==> config.mk <==
export PLATFORM = sky130hd
export DESIGN_NAME = bin2bcd_seq
export DESIGN_NICKNAME = d
export VERILOG_FILES = /design/src/rtl/bin2bcd_pkg.sv /design/src/rtl/bcd_add3.sv /design/src/rtl/bin2bcd_seq.sv
export SDC_FILE = /design/constraint.sdc
export NUM_CORES = 1
export LEC_CHECK = 0
export BUFFER_PORTS_ARGS = -buffer_cell sky130_fd_sc_hd__buf_2
export CAP_MARGIN = 20
export CORE_MARGIN = 10
export CORE_UTILIZATION = 40
export DETAILED_ROUTE_END_ITERATION = 16
export HOLD_SLACK_MARGIN = 0.02
export PLACE_DENSITY_LB_ADDON = 0.12
export SETUP_SLACK_MARGIN = 0.05
export SYNTH_ARGS = -nofsm -noshare
export SYNTH_HDL_FRONTEND = slang
export SYNTH_SLANG_ARGS = --single-unit
==> constraint.sdc <==
create_clock -name clk -period 5.1 [get_ports clk]
set_clock_uncertainty 0.1 [all_clocks]
set_input_delay 0.255 -clock clk [delete_from_list [all_inputs] [get_ports clk]]
set_output_delay 0.255 -clock clk [all_outputs]
set_load 0.02 [all_outputs]
==> src/rtl/bin2bcd_pkg.sv <==
`default_nettype none
// +--------------------------------------------------------------------------+
// | Module   : bin2bcd_pkg                                                   |
// | Purpose  : Shared state encoding, error nibble and overflow-limit helper |
// |            for the sequential binary-to-BCD converter.                   |
// | Revision : 1.0 - initial release                                         |
// +--------------------------------------------------------------------------+
package bin2bcd_pkg;

   // Two-state converter: waiting for a request, or iterating shift-and-add-3
   typedef enum logic [0:0] {
      IDLE  = 1'b0,
      SHIFT = 1'b1
   } state_t;

   // Digit shown on every position when the input cannot be represented
   localparam logic [3:0] BCD_ERR_NIBBLE = 4'hE;

   // Largest value representable with ndig decimal digits (10^ndig - 1)
   function automatic logic [31:0] bcd_max_value(input int unsigned ndig);
      logic [31:0] p;
      p = 32'd1;
      for (int unsigned i = 0; i < ndig; i++) begin
         p = p * 32'd10;
      end
      return p - 32'd1;
   endfunction

endpackage
`default_nettype wire

==> src/rtl/bcd_add3.sv <==
`default_nettype none
// +--------------------------------------------------------------------------+
// | Module   : bcd_add3                                                      |
// | Purpose  : Combinational double-dabble digit corrector: adds 3 to a BCD  |
// |            nibble of 5 or more so the following shift carries properly.  |
// | Revision : 1.0 - initial release                                         |
// +--------------------------------------------------------------------------+
module bcd_add3 (
   input  logic [3:0] d_i,
   output logic [3:0] d_o
);

   // A digit never exceeds 9 before correction, so the 4-bit sum cannot wrap
   assign d_o = (d_i >= 4'd5) ? (d_i + 4'd3) : d_i;

endmodule
`default_nettype wire

==> src/rtl/bin2bcd_seq.sv <==
`default_nettype none
// +--------------------------------------------------------------------------+
// | Module   : bin2bcd_seq                                                   |
// | Purpose  : Iterative (double dabble) binary-to-packed-BCD converter with |
// |            held registered result and all-E overflow pattern.           |
// | Revision : 1.0 - initial release                                         |
// +--------------------------------------------------------------------------+
module bin2bcd_seq
   import bin2bcd_pkg::*;
#(
   parameter int BIN_W = 14,
   parameter int NDIG  = 4
) (
   input  logic                clk,
   input  logic                rst,
   input  logic                start,
   input  logic [BIN_W-1:0]    bin,
   output logic                busy,
   output logic                done,
   output logic [4*NDIG-1:0]   bcd,
   output logic                ovf
);

   localparam int BCD_W = 4 * NDIG;
   localparam int SR_W  = BCD_W + BIN_W;
   localparam int CNT_W = $clog2(BIN_W + 1);

   localparam logic [31:0]      MAX_VAL  = bcd_max_value(NDIG);
   localparam logic [CNT_W-1:0] CNT_LAST = CNT_W'(BIN_W - 1);

   state_t               state_q, state_d;
   logic [CNT_W-1:0]     cnt_q, cnt_d;
   logic [SR_W-1:0]      sr_q, sr_d;
   logic                 ovf_flag_q, ovf_flag_d;
   logic                 busy_q, busy_d;
   logic                 done_q, done_d;
   logic [BCD_W-1:0]     bcd_q, bcd_d;
   logic                 ovf_q, ovf_d;

   logic [BCD_W-1:0]     w_corr;
   logic [SR_W-1:0]      w_sr_corr;
   logic [SR_W-1:0]      w_sr_shift;
   logic                 w_bin_ovf;

   // Add-3 correction on every BCD digit of the shift register
   for (genvar g = 0; g < NDIG; g++) begin : g_add3
      bcd_add3 u_add3 (
         .d_i (sr_q[BIN_W + 4*g +: 4]),
         .d_o (w_corr[4*g +: 4])
      );
   end

   // One iteration = correct the digits, then shift the whole register left
   assign w_sr_corr  = {w_corr, sr_q[BIN_W-1:0]};
   assign w_sr_shift = w_sr_corr << 1;

   // Range check done on the raw input so it is latched together with it
   assign w_bin_ovf = ({{(32-BIN_W){1'b0}}, bin} > MAX_VAL);

   // State, datapath and output registers with synchronous reset
   always_ff @(posedge clk) begin
      if (rst) begin
         state_q    <= IDLE;
         cnt_q      <= '0;
         sr_q       <= '0;
         ovf_flag_q <= 1'b0;
         busy_q     <= 1'b0;
         done_q     <= 1'b0;
         bcd_q      <= '0;
         ovf_q      <= 1'b0;
      end else begin
         state_q    <= state_d;
         cnt_q      <= cnt_d;
         sr_q       <= sr_d;
         ovf_flag_q <= ovf_flag_d;
         busy_q     <= busy_d;
         done_q     <= done_d;
         bcd_q      <= bcd_d;
         ovf_q      <= ovf_d;
      end
   end

   // Next-state logic: accept in IDLE, iterate BIN_W times, publish result
   always_comb begin
      state_d    = state_q;
      cnt_d      = cnt_q;
      sr_d       = sr_q;
      ovf_flag_d = ovf_flag_q;
      busy_d     = busy_q;
      done_d     = 1'b0;
      bcd_d      = bcd_q;
      ovf_d      = ovf_q;

      case (state_q)
         IDLE: begin
            if (start) begin
               sr_d       = {{BCD_W{1'b0}}, bin};
               ovf_flag_d = w_bin_ovf;
               cnt_d      = '0;
               busy_d     = 1'b1;
               state_d    = SHIFT;
            end
         end

         SHIFT: begin
            sr_d  = w_sr_shift;
            cnt_d = cnt_q + 1'b1;
            // The final shift still runs for out-of-range inputs so latency
            // does not depend on the data
            if (cnt_q == CNT_LAST) begin
               state_d = IDLE;
               busy_d  = 1'b0;
               done_d  = 1'b1;
               ovf_d   = ovf_flag_q;
               bcd_d   = ovf_flag_q ? {NDIG{BCD_ERR_NIBBLE}}
                                    : w_sr_shift[SR_W-1 -: BCD_W];
            end
         end

         default: begin
            state_d = IDLE;
         end
      endcase
   end

   assign busy = busy_q;
   assign done = done_q;
   assign bcd  = bcd_q;
   assign ovf  = ovf_q;

endmodule
`default_nettype wire

==> out/qor.txt <==
status - completed
Worst Max-Slew Pin Slew - 1.03 ns
post-route cell area - 2740 sq um
Tot Pwr - 747 uW
Clock Root Buffer - clkbuf_8
Hold/Removal Path Class - in -> reg
top cells by area, synth - dfxtp_1 (44%), nor2_1 (7.4%), a21oi_1 (5.6%), mux2i_1 (5.6%), ha_1 (5.0%)
Post-synth EDFFs - 0
post-route met1 wirelength - 2640 um
clk sinks - 55
CTS tree - built
Synth top area share - 0.442
maximum vdd drop - 0.153 mV
RR Startpoint - state_q
Synth area leader - dfxtp_1
CP arrival - 2.58 ns
largest net degree at the start of global routing - 58
CP startpoint kind - flip-flop
syn_nets - 309
RSZ-0062 raised after global routing - no
sequential area share after synthesis - 0.442
Mapped Area - 2490 sq um
Crit. Startpoint - state_q
Setup Buffers After CTS - 0
die span in y - 98.9 um
fin crit share - 0.492
buffer and inverter count on the worst path - 0
Area after DPL - 2660 sq um
crit end category - flip-flop
cts bufs inserted - 5
total wire length - 5480 um
CP Class - reg -> reg
met3 wire len - 259 um
Die ar. - 9790 sq um
Post-Route Setup TNS - 0 ns
Fin Hold WS - 0.142 ns
total gr overflow - 0
area occupied by registers - 1100 sq um
Final Hold Fails - 0
Core Util, Final - 0.458
Worst Path Required - 5.17 ns
Starting Density - 0.416
Tmin final - 2.51 ns
Async SR Flop Fraction - 0
drt first pass iters - 4
Final Slew Violations - 0
max_cap viols - 0
hold_sp - bin[13]
Detailed Route Iter0 Violations - 64
critical path, cell by cell - and4_1 -> nand2_1 -> o22ai_1 -> nor2_1
cell row count - 28
Routability Congestion - 0.756
layout cells sized above 1 - 0.157
per-cell routed wire length - 14.4 um
Clock Latency Late Sink - 0.31 ns
first-pass GRT wire length - 9050 um
Avg Cell Area, Syn - 8.84 sq um
highest clock rate - 399 MHz
GRT Total Usage - 0.110
Vias - 1967
vias in the first global route - 1884
H-tree levels - 2
most frequent cell after synthesis - dfxtp_1
Syn Inst Count - 282
hold_buf cts - 0
synth cell count leaders - dfxtp_1 (55), nor2_1 (49), a21oi_1 (28)
Pwr per Cell Area - 272 nW/um^2
P_leak - 0.00106 uW
port bufs - 35
ANT cells - 0
Ports - 36
post-cts sizing count - 0
Die X - 98.9 um
Final setup viols - 0
multi-input logic area - 1230 sq um
top sig layer - met4
Vias per Instance - 5.16
initial antenna violation count - 0
CTS Buffer Depth - 2
Synth-to-Final Area Change - 10.1%
Netlist cell types - 36
Worst Path Max Fanout - 57
crit-path max cell delay - 1.02 ns
Reg clk slew, reported paths - 0.10 ns
Nets - 333
# fillers - 600
DP Wirelength - 3770 um
Worst slew margin - 0.315
Syn. warnings - 0
DRC errors left - 0
wire length on met2 - 2520 um
number of synthesized register bits - 55
critical path's top delay family - simple AND/OR/NAND/NOR gates
Synth Flop Type - dfxtp_1
core area - 5990 sq um
Routed Antenna Nets - 0
Slowest-stage cell, CP - dfxtp_2
layout by cell type (no fill, tap or decap):
cell | netlist | layout
a211o_1 | 1 | 1
a211oi_1 | 8 | 8
a21oi_1 | 28 | 28
a311oi_1 | 1 | 1
a31oi_1 | 1 | 1
a41oi_1 | 1 | 1
and4_1 | 1 | 1
buf_2 | 6 | 35
clkbuf_8 | 0 | 6
clkinv_2 | 0 | 1
dfxtp_1 | 55 | 54
dfxtp_2 | 0 | 1
ha_1 | 10 | 10
inv_1 | 15 | 15
mux2_2 | 4 | 4
mux2i_1 | 14 | 14
nand2_1 | 9 | 9
nand2b_1 | 11 | 11
nand3_1 | 2 | 2
nand3b_1 | 4 | 4
nand4_2 | 1 | 1
nor2_1 | 49 | 49
nor3_1 | 6 | 6
nor3b_1 | 8 | 8
nor4_1 | 1 | 1
o21ai_0 | 8 | 8
o21ai_1 | 3 | 3
o22ai_1 | 4 | 4
o31a_1 | 1 | 1
o32ai_1 | 11 | 11
o41ai_1 | 1 | 1
or2_1 | 1 | 1
or3_1 | 1 | 1
xnor2_1 | 4 | 4
area by class of cell:
| class | instances | share of cell area |
|---|---|---|
| Clock buffer | 6 | 0.0301 |
| Clock inverter | 1 | 0.00182 |
| Inverter | 15 | 0.0205 |
| Multi-Input combinational cell | 194 | 0.448 |
| Sequential cell | 55 | 0.402 |
| Tap cell | 75 | 0.0342 |
| Timing Repair Buffer | 35 | 0.0638 |
worst reg2reg max path, stage by stage (launching register included):
cell and delay, ns:
dfxtp_2 1.02, and4_1 0.77, nand2_1 0.24, o22ai_1 0.18, nor2_1 0.05
registers in the layout, summed over array words and instances, names as in the netlist:
name        flops
bcd            16
busy            1
cnt_q           4
done            1
ovf             1
ovf_flag_q      1
sr_q           30
state_q         1
through the flow:
stage / std cells / worst slack [ns]
6_report: 381 / 2.59
5_1_grt: 381 / 2.34
4_1_cts: 381 / 2.62
3_5_place_dp: 374 / 2.63
3_3_place_gp: 374 / 2.71
2_1_floorplan: 282 / 3.48
layer usage:
metal | vias up | global-route usage
li1 | 1031 | -
met1 | 898 | 0.139
met2 | 32 | 0.169
met3 | 6 | 0.0426
met4 | 0 | 0.0331
met5 | - | 0
worst paths after layout:
check                           cells after the start         end  slack [ns]
worst max-delay path                                4      bcd[7]        2.59
worst min-delay path                                3  ovf_flag_q        0.14
worst max register to register                      4      bcd[7]        2.59
worst min register to register                      2      bcd[0]        0.37
logic make-up (layout without fill, tap and decap cells):
group                    Yosys count  count (layout)  share of synthesized area
AO/OA/AOI/OAI                     68              68                      0.171
buffers and inverters             33              57                     0.0653
XOR/XNOR                           4               4                     0.0141
multiplexers                      18              18                     0.0743
adder cells (fa/ha/maj)           10              10                     0.0502
flip-flops                        55              55                      0.442
AND/OR/NAND/NOR                   94              94                      0.183
report_power, final:
part | total [uW] | internal (uW) | switching [uW]
registers | 454 | 439 | 14.6
logic | 50.3 | 21.3 | 29.0
clock network | 243 | 107 | 136
total | 747 | 567 | 180
No activity file was read; power rests on OpenSTA's default activity.
